===== config.mk =====
export PLATFORM = sky130hd
export DESIGN_NAME = aes_key_sequencer
export DESIGN_NICKNAME = d
export VERILOG_FILES = /design/src/rtl/aes_key_sequencer.sv
export SDC_FILE = /design/constraint.sdc
export NUM_CORES = 2
export LEC_CHECK = 0
export BUFFER_PORTS_ARGS = -buffer_cell sky130_fd_sc_hd__buf_2
export CELL_PAD_IN_SITES_DETAIL_PLACEMENT = 0
export CELL_PAD_IN_SITES_GLOBAL_PLACEMENT = 1
export CORE_MARGIN = 2
export CORE_UTILIZATION = 55
export DETAILED_ROUTE_END_ITERATION = 8
export GPL_TIMING_DRIVEN = 1
export PLACE_DENSITY_LB_ADDON = 0.08
export SYNTH_ARGS = -nofsm -noshare
export SYNTH_HDL_FRONTEND = slang
export SYNTH_SLANG_ARGS = --single-unit
export TNS_END_PERCENT = 20

===== constraint.sdc =====
create_clock -name clk_i -period 7.52 [get_ports clk_i]
set_clock_uncertainty 0.05 [all_clocks]
set_input_delay 1.504 -clock clk_i [delete_from_list [all_inputs] [get_ports clk_i]]
set_output_delay 1.504 -clock clk_i [all_outputs]
set_load 0.1 [all_outputs]

===== src/rtl/aes_key_sequencer.sv =====
// AES-256 key-schedule sequencer: steps the datapath through rounds 0..NUM_ROUNDS,
// captures each round key into a local buffer and serves indexed reads that
// stall until the requested key has been captured.
module aes_key_sequencer #(
  parameter int unsigned NUM_ROUNDS     = 14,
  parameter int unsigned TIMEOUT_CYCLES = 32,
  parameter int unsigned TW             = 6
) (
  input  logic         clk_i,
  input  logic         rst_n,
  input  logic         start_i,
  input  logic [255:0] key_i,
  output logic [255:0] ks_key_o,
  output logic         ks_en_o,
  output logic [3:0]   ks_round_o,
  input  logic         ks_ready_i,
  input  logic [127:0] ks_key_i,
  input  logic         rk_req_i,
  input  logic [3:0]   rk_idx_i,
  output logic         rk_valid_o,
  output logic [127:0] rk_key_o,
  output logic         rk_oor_o,
  output logic         busy_o,
  output logic         done_o,
  output logic         err_o
);

  typedef enum logic [2:0] {
    S_IDLE,
    S_ISSUE,
    S_CAPTURE,
    S_DONE,
    S_ERROR
  } state_t;

  state_t              r_state;
  logic [3:0]          r_cnt;
  logic [TW-1:0]       r_to;
  logic [NUM_ROUNDS:0] r_mask;
  logic [255:0]        r_ks_key;
  logic                r_ks_en;
  logic                r_busy;
  logic                r_done;
  logic                r_err;
  logic [127:0]        r_buf [0:NUM_ROUNDS];
  logic                r_rk_valid;
  logic                r_rk_oor;
  logic [127:0]        r_rk_key;

  logic w_wr_en;
  logic w_oor;
  logic w_hit;
  logic w_avail;

  // A capture is suppressed when start_i restarts the sequence in the same cycle
  assign w_wr_en = (r_state == S_CAPTURE) && !start_i;
  assign w_oor   = 32'(rk_idx_i) > NUM_ROUNDS;
  assign w_hit   = w_wr_en && (rk_idx_i == r_cnt);
  assign w_avail = !start_i && r_mask[rk_idx_i];

  // Sequencing FSM with registered datapath handshake and status outputs
  always_ff @(posedge clk_i or negedge rst_n) begin
    if (!rst_n) begin
      r_state  <= S_IDLE;
      r_cnt    <= 4'd0;
      r_to     <= '0;
      r_mask   <= '0;
      r_ks_key <= '0;
      r_ks_en  <= 1'b0;
      r_busy   <= 1'b0;
      r_done   <= 1'b0;
      r_err    <= 1'b0;
    end else if (start_i) begin
      r_state  <= S_ISSUE;
      r_cnt    <= 4'd0;
      r_to     <= '0;
      r_mask   <= '0;
      r_ks_key <= key_i;
      r_ks_en  <= 1'b1;
      r_busy   <= 1'b1;
      r_done   <= 1'b0;
      r_err    <= 1'b0;
    end else begin
      case (r_state)
        S_ISSUE: begin
          if (ks_ready_i) begin
            r_state <= S_CAPTURE;
            r_ks_en <= 1'b0;
          end else if (r_to == TW'(TIMEOUT_CYCLES - 1)) begin
            r_state <= S_ERROR;
            r_ks_en <= 1'b0;
            r_busy  <= 1'b0;
            r_err   <= 1'b1;
          end else begin
            r_to <= r_to + TW'(1);
          end
        end
        S_CAPTURE: begin
          r_mask[r_cnt] <= 1'b1;
          if (r_cnt == 4'(NUM_ROUNDS)) begin
            r_state <= S_DONE;
            r_busy  <= 1'b0;
            r_done  <= 1'b1;
          end else begin
            r_state <= S_ISSUE;
            r_cnt   <= r_cnt + 4'd1;
            r_to    <= '0;
            r_ks_en <= 1'b1;
          end
        end
        default: ;
      endcase
    end
  end

  // Round-key storage; contents are only meaningful where the mask bit is set
  always_ff @(posedge clk_i) begin
    if (w_wr_en) begin
      r_buf[r_cnt] <= ks_key_i;
    end
  end

  // Read port: one pulse per served request, same-cycle capture bypasses the buffer
  always_ff @(posedge clk_i or negedge rst_n) begin
    if (!rst_n) begin
      r_rk_valid <= 1'b0;
      r_rk_oor   <= 1'b0;
      r_rk_key   <= '0;
    end else begin
      r_rk_valid <= 1'b0;
      r_rk_oor   <= 1'b0;
      if (rk_req_i && !r_rk_valid) begin
        if (w_oor) begin
          r_rk_valid <= 1'b1;
          r_rk_oor   <= 1'b1;
          r_rk_key   <= '0;
        end else if (w_hit) begin
          r_rk_valid <= 1'b1;
          r_rk_key   <= ks_key_i;
        end else if (w_avail) begin
          r_rk_valid <= 1'b1;
          r_rk_key   <= r_buf[rk_idx_i];
        end
      end
    end
  end

  assign ks_key_o   = r_ks_key;
  assign ks_en_o    = r_ks_en;
  assign ks_round_o = r_cnt;
  assign busy_o     = r_busy;
  assign done_o     = r_done;
  assign err_o      = r_err;
  assign rk_valid_o = r_rk_valid;
  assign rk_key_o   = r_rk_key;
  assign rk_oor_o   = r_rk_oor;

endmodule


**Word level (Yosys, flattened, before mapping)**

Memories as Yosys holds them, arrays and structs flattened.
Cells that the tools add are included.

- $add $sub $neg: 2
- Reduce and logical (&&, ||, !) cells: 21
- $lt $le $gt $ge: 4
- Eq/ne operators: 13
- Bitwise operators: 1
- Mux-type cells: 46

Operators by type and width:

| operator | number |
|---|---|
| two-way mux 128 bit | 3 |
| two-way mux 15 bit | 2 |
| two-way mux 1 bit | 24 |
| two-way mux 6 bit | 4 |
| bitwise OR 15 bit | 1 |
| two-way mux 4 bit | 3 |
| != test 3 bit (second input constant) | 4 |
| case mux 6 bit (2 select lines) | 1 |
| less-than comparator 4 x 5 -> 1 bit (second input constant) | 2 |
| two-way mux 3 bit | 3 |
| AND reduction 2 bit | 4 |
| AND reduction 4 bit | 2 |
| nonzero test 2 bit | 4 |
| adder 6 x 1 -> 6 bit (second input constant) | 1 |
| == test 6 x 5 -> 1 bit (second input constant) | 1 |
| case mux 3 bit (2 select lines) | 1 |
| AND reduction 3 bit | 2 |
| nonzero test 3 bit | 2 |
| logical AND 1 bit | 5 |
| adder 4 x 1 -> 4 bit (second input constant) | 1 |
| binary-select mux 1 bit (select 4 bit) | 1 |
| demux 1 bit (select 4 bit) | 1 |
| == test 4 bit | 1 |
| == test 4 bit (second input constant) | 1 |
| other kinds (10) | 13 |

- RAM bits: 1920
- Input bits: 393
- Output and inout bits: 394
- Bits in registers: 418
- Memories kept: 1

Memory list:

| name | words | bits a word | read ports | clocked after Yosys merged registers in | write ports | RTL line | text |
|---|---|---|---|---|---|---|---|
| r_buf | 15 | 128 | 1 | 0 | 1 | 45 | `logic [127:0] r_buf [0:NUM_ROUNDS];` |

**Longest topological paths before layout**

- Depth in word-level cells: 7
- Gate-level depth with buffers: 10
- Depth with buffers taken out: 8

**Worst setup path after synthesis**

Ideal clock, no wire load.

- Path type: input port to flip-flop
- Start point: input start_i
- End point: memory r_buf[10][0], enable pin
- Stages: 4
- Setup time: 0.503 ns
- Arrival time: 5.403 ns
- Setup slack: 1.565 ns
- Cells stage by stage: or4b_1 > buf_2 > nor3b_1 > and2_1

- Cells in the longest elaborated chain, start to end: 4

RTL lines:

| what | RTL line | text |
|---|---|---|
| from (decl) | 11 | `input logic start_i,` |
| zero test 1 bit | 56 | `assign w_wr_en = (r_state == S_CAPTURE) && !start_i;` |
| logical AND 1 bit | 56 |  |
| two-way mux 1 bit | 118 | `if (w_wr_en) begin` |
| two-way mux 1 bit (not written as such) | 119 | `r_buf[r_cnt] <= ks_key_i;` |
| to (decl) | 45 |  |

No other way between the ends.

**Worst setup path after layout**

- Start point: input start_i
- End point: memory r_buf[7][116], enable pin

The elaborated chain is that of the path after synthesis.

==> summary.json <==
{
  "run_status": {"value": "completed"},
  "tritoncts_clock_tree": {"value": "yes"},
  "io_pins": {"value": 787},
  "area_leader_netlist": {"value": "sky130_fd_sc_hd__edfxtp_1"},
  "ir_drop": {"value": 333, "unit": "µV"},
  "yosys_register_bits": {"value": 2338},
  "dpl.hpwl": {"value": 129000, "unit": "µm"},
  "htree_num_levels": {"value": 4},
  "slowest_stage": {"value": "sky130_fd_sc_hd__and2_4"},
  "final_core_utilization": {"value": 0.639},
  "io_buffers": {"value": 786},
  "wirelength": {"value": 231000, "unit": "µm"},
  "p_int": {"value": 21.9, "unit": "mW"},
  "tightest_slew": {"value": 1.25, "unit": "ns"},
  "critical_path.top_delay_family": {"value": "simple AND/OR/NAND/NOR gates"},
  "finalCriticalPeriod": {"value": 4.12, "unit": "ns"},
  "detailedRoute.firstPassIterationCount": {"value": 6},
  "fillCellCount": {"value": 11300},
  "grt-ovfl-total": {"value": 0},
  "slack_of_the_critical_path": {"value": 3.40, "unit": "ns"},
  "synth_top_cell_area_share": {"value": 0.642},
  "layout_cells_sized_above_1": {"value": 0.351},
  "worstPathCellList": {"value": "buf_8 > or4b_1 > nor3b_1 > and2_4 > buf_4"},
  "buffer_type_at_the_clock_tree_root": {"value": "sky130_fd_sc_hd__clkbuf_16"},
  "std_cell_rows": {"value": 148},
  "yosys_warnings": {"value": 0},
  "drc_errors": {"value": 0},
  "drt-initial-drc-count": {"value": 5321},
  "setup_viol_count_final": {"value": 0},
  "dp_worst_slack": {"value": 2.58, "unit": "ns"},
  "clkPwrFrac": {"value": 0.374},
  "clk_pin_slew_worst_paths": {"value": 0.06, "unit": "ns"},
  "synth.distinct_cells": {"value": 44},
  "cts_post_setup_buffers_inserted": {"value": 0},
  "hold_path_class": {"value": "flip-flop to flip-flop"},
  "fraction_of_power_consumed_by_sequential_logic": {"value": 0.481},
  "critical_path.max_fanout": {"value": 48},
  "element_type_at_the_critical_path_start": {"value": "input pin"},
  "maxClockFrequency": {"value": 243, "unit": "MHz"},
  "cts-hold-fix-buffers": {"value": 0},
  "initial_utilization": {"value": 0.553},
  "numCtsBuffers": {"value": 229},
  "route.detailed.wl_per_inst": {"value": 30.0, "unit": "µm"},
  "final_antenna_net_count": {"value": 0},
  "power.leakage": {"value": 37.0, "unit": "nW"},
  "netlist_top_cells_count": {"value": "sky130_fd_sc_hd__edfxtp_1, sky130_fd_sc_hd__dfrtp_1, sky130_fd_sc_hd__mux4_2, sky130_fd_sc_hd__mux2_2, sky130_fd_sc_hd__o21ai_0"},
  "syn_inst": {"value": 4504},
  "maximum_number_of_pins_on_one_net_before_global_route_repair": {"value": 159},
  "grt_usage": {"value": 0.276},
  "setup.reg_to_reg.worst_slack": {"value": 3.85, "unit": "ns"},
  "slew_headroom": {"value": 0.166},
  "grt_pass1_wl": {"value": 334000, "unit": "µm"},
  "worst_skew_pair_later_pin_latency": {"value": 0.86, "unit": "ns"},
  "crit_path_end_kind": {"value": "flip-flop"},
  "synthesis.nets": {"value": 4902},
  "swShare": {"value": 0.281},
  "worst_stage_delay_on_the_critical_path": {"value": 0.87, "unit": "ns"},
  "cts_max_path_buffers": {"value": 3},
  "synthArstFlopShare": {"value": 0.179},
  "final_hold_viol_count": {"value": 0},
  "nNetsFinal": {"value": 5702},
  "synth.most_common_cell": {"value": "sky130_fd_sc_hd__edfxtp_1"},
  "drv.max_cap_violation_count": {"value": 0},
  "coreArea": {"value": 162000, "unit": "µm²"},
  "post-place-cells": {"value": 7248},
  "edff_count_synth": {"value": 1920},
  "rsz0062_at_grt": {"value": "no"},
  "dominant_synthesized_flop_cell": {"value": "sky130_fd_sc_hd__edfxtp_1"},
  "worstPathArrival": {"value": 4.53, "unit": "ns"},
  "die_width": {"value": 408, "unit": "µm"},
  "share_comb_of_total_power": {"value": 0.144},
  "share_of_the_cycle_needed_by_the_critical_path_after_routing": {"value": 0.547},
  "grt_pass1_vias": {"value": 47100},
  "cts_resized": {"value": 0},
  "max_slew_violations": {"value": 0},
  "vias_per_cell": {"value": 6.16},
  "area_delta_synth_final": {"value": 15.6, "unit": "%"},
  "pwr_density_cell": {"value": 294, "unit": "nW/µm²"},
  "die_area": {"value": 166000, "unit": "µm²"},
  "register_area_share_after_synthesis": {"value": 0.759},
  "area_of_the_mapped_netlist": {"value": 89700, "unit": "µm²"},
  "p_switching": {"value": 8.56, "unit": "mW"},
  "synth_area_per_cell": {"value": 19.9, "unit": "µm²"},
  "synth.top_cells.by_area": {"value": "sky130_fd_sc_hd__edfxtp_1, sky130_fd_sc_hd__dfrtp_1, sky130_fd_sc_hd__mux4_2"},
  "die-height": {"value": 408, "unit": "µm"},
  "critPathBufInv": {"value": 2},
  "critical_path_data_required_time": {"value": 7.94, "unit": "ns"},
  "clock-sinks": {"value": 2338},
  "gp_routability_congestion": {"value": 0.876},
  "antenna_found_initial": {"value": 46},
  "vias": {"value": 47400},
  "setup_total_neg_slack": {"value": 0, "unit": "ns"},
  "final_cell_count_no_fill": {"value": 7692},
  "critPathKind": {"value": "input pin to flip-flop"}
}
## power by group through the flow
stage | combinational [mW] | clock [mW] | sequential [mW]
after floorplan | 0.973 | 0 | 17.2
after global placement | 4.39 | 0 | 14.9
after detailed placement | 4.42 | 0 | 14.9
after CTS | 4.43 | 11.6 | 14.7
after global routing | 4.54 | 12.1 | 14.7
final | 4.40 | 11.4 | 14.7
## logic make-up (layout without fill, tap and decap cells)
kind of cell / Yosys count / in the layout / synth area share
adders and majority gates: 5 / 5 / 0.000697
buffers and inverters: 300 / 1302 / 0.0147
muxes: 837 / 837 / 0.153
xor gates and xnor gates: 9 / 9 / 0.000878
and+or+nand+nor: 275 / 275 / 0.0149
DFF: 2338 / 2338 / 0.759
AOI/OAI and AO/OA: 740 / 740 / 0.0564
other: 0 / 11 / 0
## placed cells by master, fill, tap and decap left out, types with 18 or more instances in the layout
master	synthesis	routed
sky130_fd_sc_hd__edfxtp_1	1920	1920
sky130_fd_sc_hd__buf_2	90	780
sky130_fd_sc_hd__dfrtp_1	418	418
sky130_fd_sc_hd__mux4_2	385	385
sky130_fd_sc_hd__mux2_2	276	276
sky130_fd_sc_hd__clkbuf_16	0	237
sky130_fd_sc_hd__o21ai_0	194	194
sky130_fd_sc_hd__nand2_1	140	139
sky130_fd_sc_hd__mux2i_1	133	133
sky130_fd_sc_hd__a21oi_1	132	132
sky130_fd_sc_hd__a22o_1	132	132
sky130_fd_sc_hd__nor2b_1	70	68
sky130_fd_sc_hd__o211ai_1	68	68
sky130_fd_sc_hd__clkbuf_1	181	68
sky130_fd_sc_hd__a211o_1	66	66
sky130_fd_sc_hd__a22oi_1	64	64
sky130_fd_sc_hd__a221oi_1	62	62
sky130_fd_sc_hd__buf_4	6	51
sky130_fd_sc_hd__mux2_4	43	43
sky130_fd_sc_hd__clkinv_2	0	39
sky130_fd_sc_hd__clkbuf_8	0	37
sky130_fd_sc_hd__clkinv_1	0	24
sky130_fd_sc_hd__buf_12	0	24
sky130_fd_sc_hd__a21o_1	18	18
## worst min-delay path: cells and delay by family, from the launching register on
family           cells  cell delay, ns
DFF                  1            0.35
and+or+nand+nor      2            0.10
## worst paths after layout
path,from,end,depth (start not counted)
worst min-delay path,busy_o,busy_o,2
worst max-delay path,start_i,r_buf[7][116],5
worst min register to register,busy_o,busy_o,2
max in group asynchronous,rst_n,ks_key_o[252],2
worst max register to register,r_state[2],r_buf[7][116],4
min in group asynchronous,rst_n,rk_key_o[38],1
## cell type report
class / instances / area (µm²) / area share
Sequential cell: 2338 / 68100 / 0.657
Multi-Input combinational cell: 1866 / 20400 / 0.197
Clock buffer: 343 / 6700 / 0.0646
Timing Repair Buffer: 861 / 4850 / 0.0468
Tap cell: 2175 / 2720 / 0.0262
Clock inverter: 90 / 848 / 0.00818
Inverter: 8 / 37.5 / 0.000362
Antenna cell: 11 / 27.5 / 0.000265
## stage by stage
| step | instance area (µm²) | total power [mW] | hold WS, ns |
|---|---|---|---|
| 3_5_place_dp | 96100 | 19.3 | 0.419 |
| 3_3_place_gp | 96100 | 19.3 | 0.407 |
| 5_1_grt | 104000 | 31.3 | 0.450 |
| 2_1_floorplan | 89700 | 18.2 | 0.398 |
| 4_1_cts | 104000 | 30.7 | 0.432 |
| 6_report | 104000 | 30.5 | 0.431 |
## metal layers
layer	GRT usage	vias up	wire, µm
li1	-	20000	-
met2	0.440	1836	112000
met1	0.403	25300	97900
met4	0.0679	26	4840
met3	0.0466	336	15400
met5	0	-	174
## sequential cells by signal, indices dropped and copies added, names as in the netlist
name	flops
r_state	3
rk_valid_o	1
rk_oor_o	1
done_o	1
ks_en_o	1
r_mask	15
err_o	1
r_to	6
ks_key_o	256
ks_round_o	4
rk_key_o	128
r_buf	1920
busy_o	1
Power figures use the tool's default switching activity.
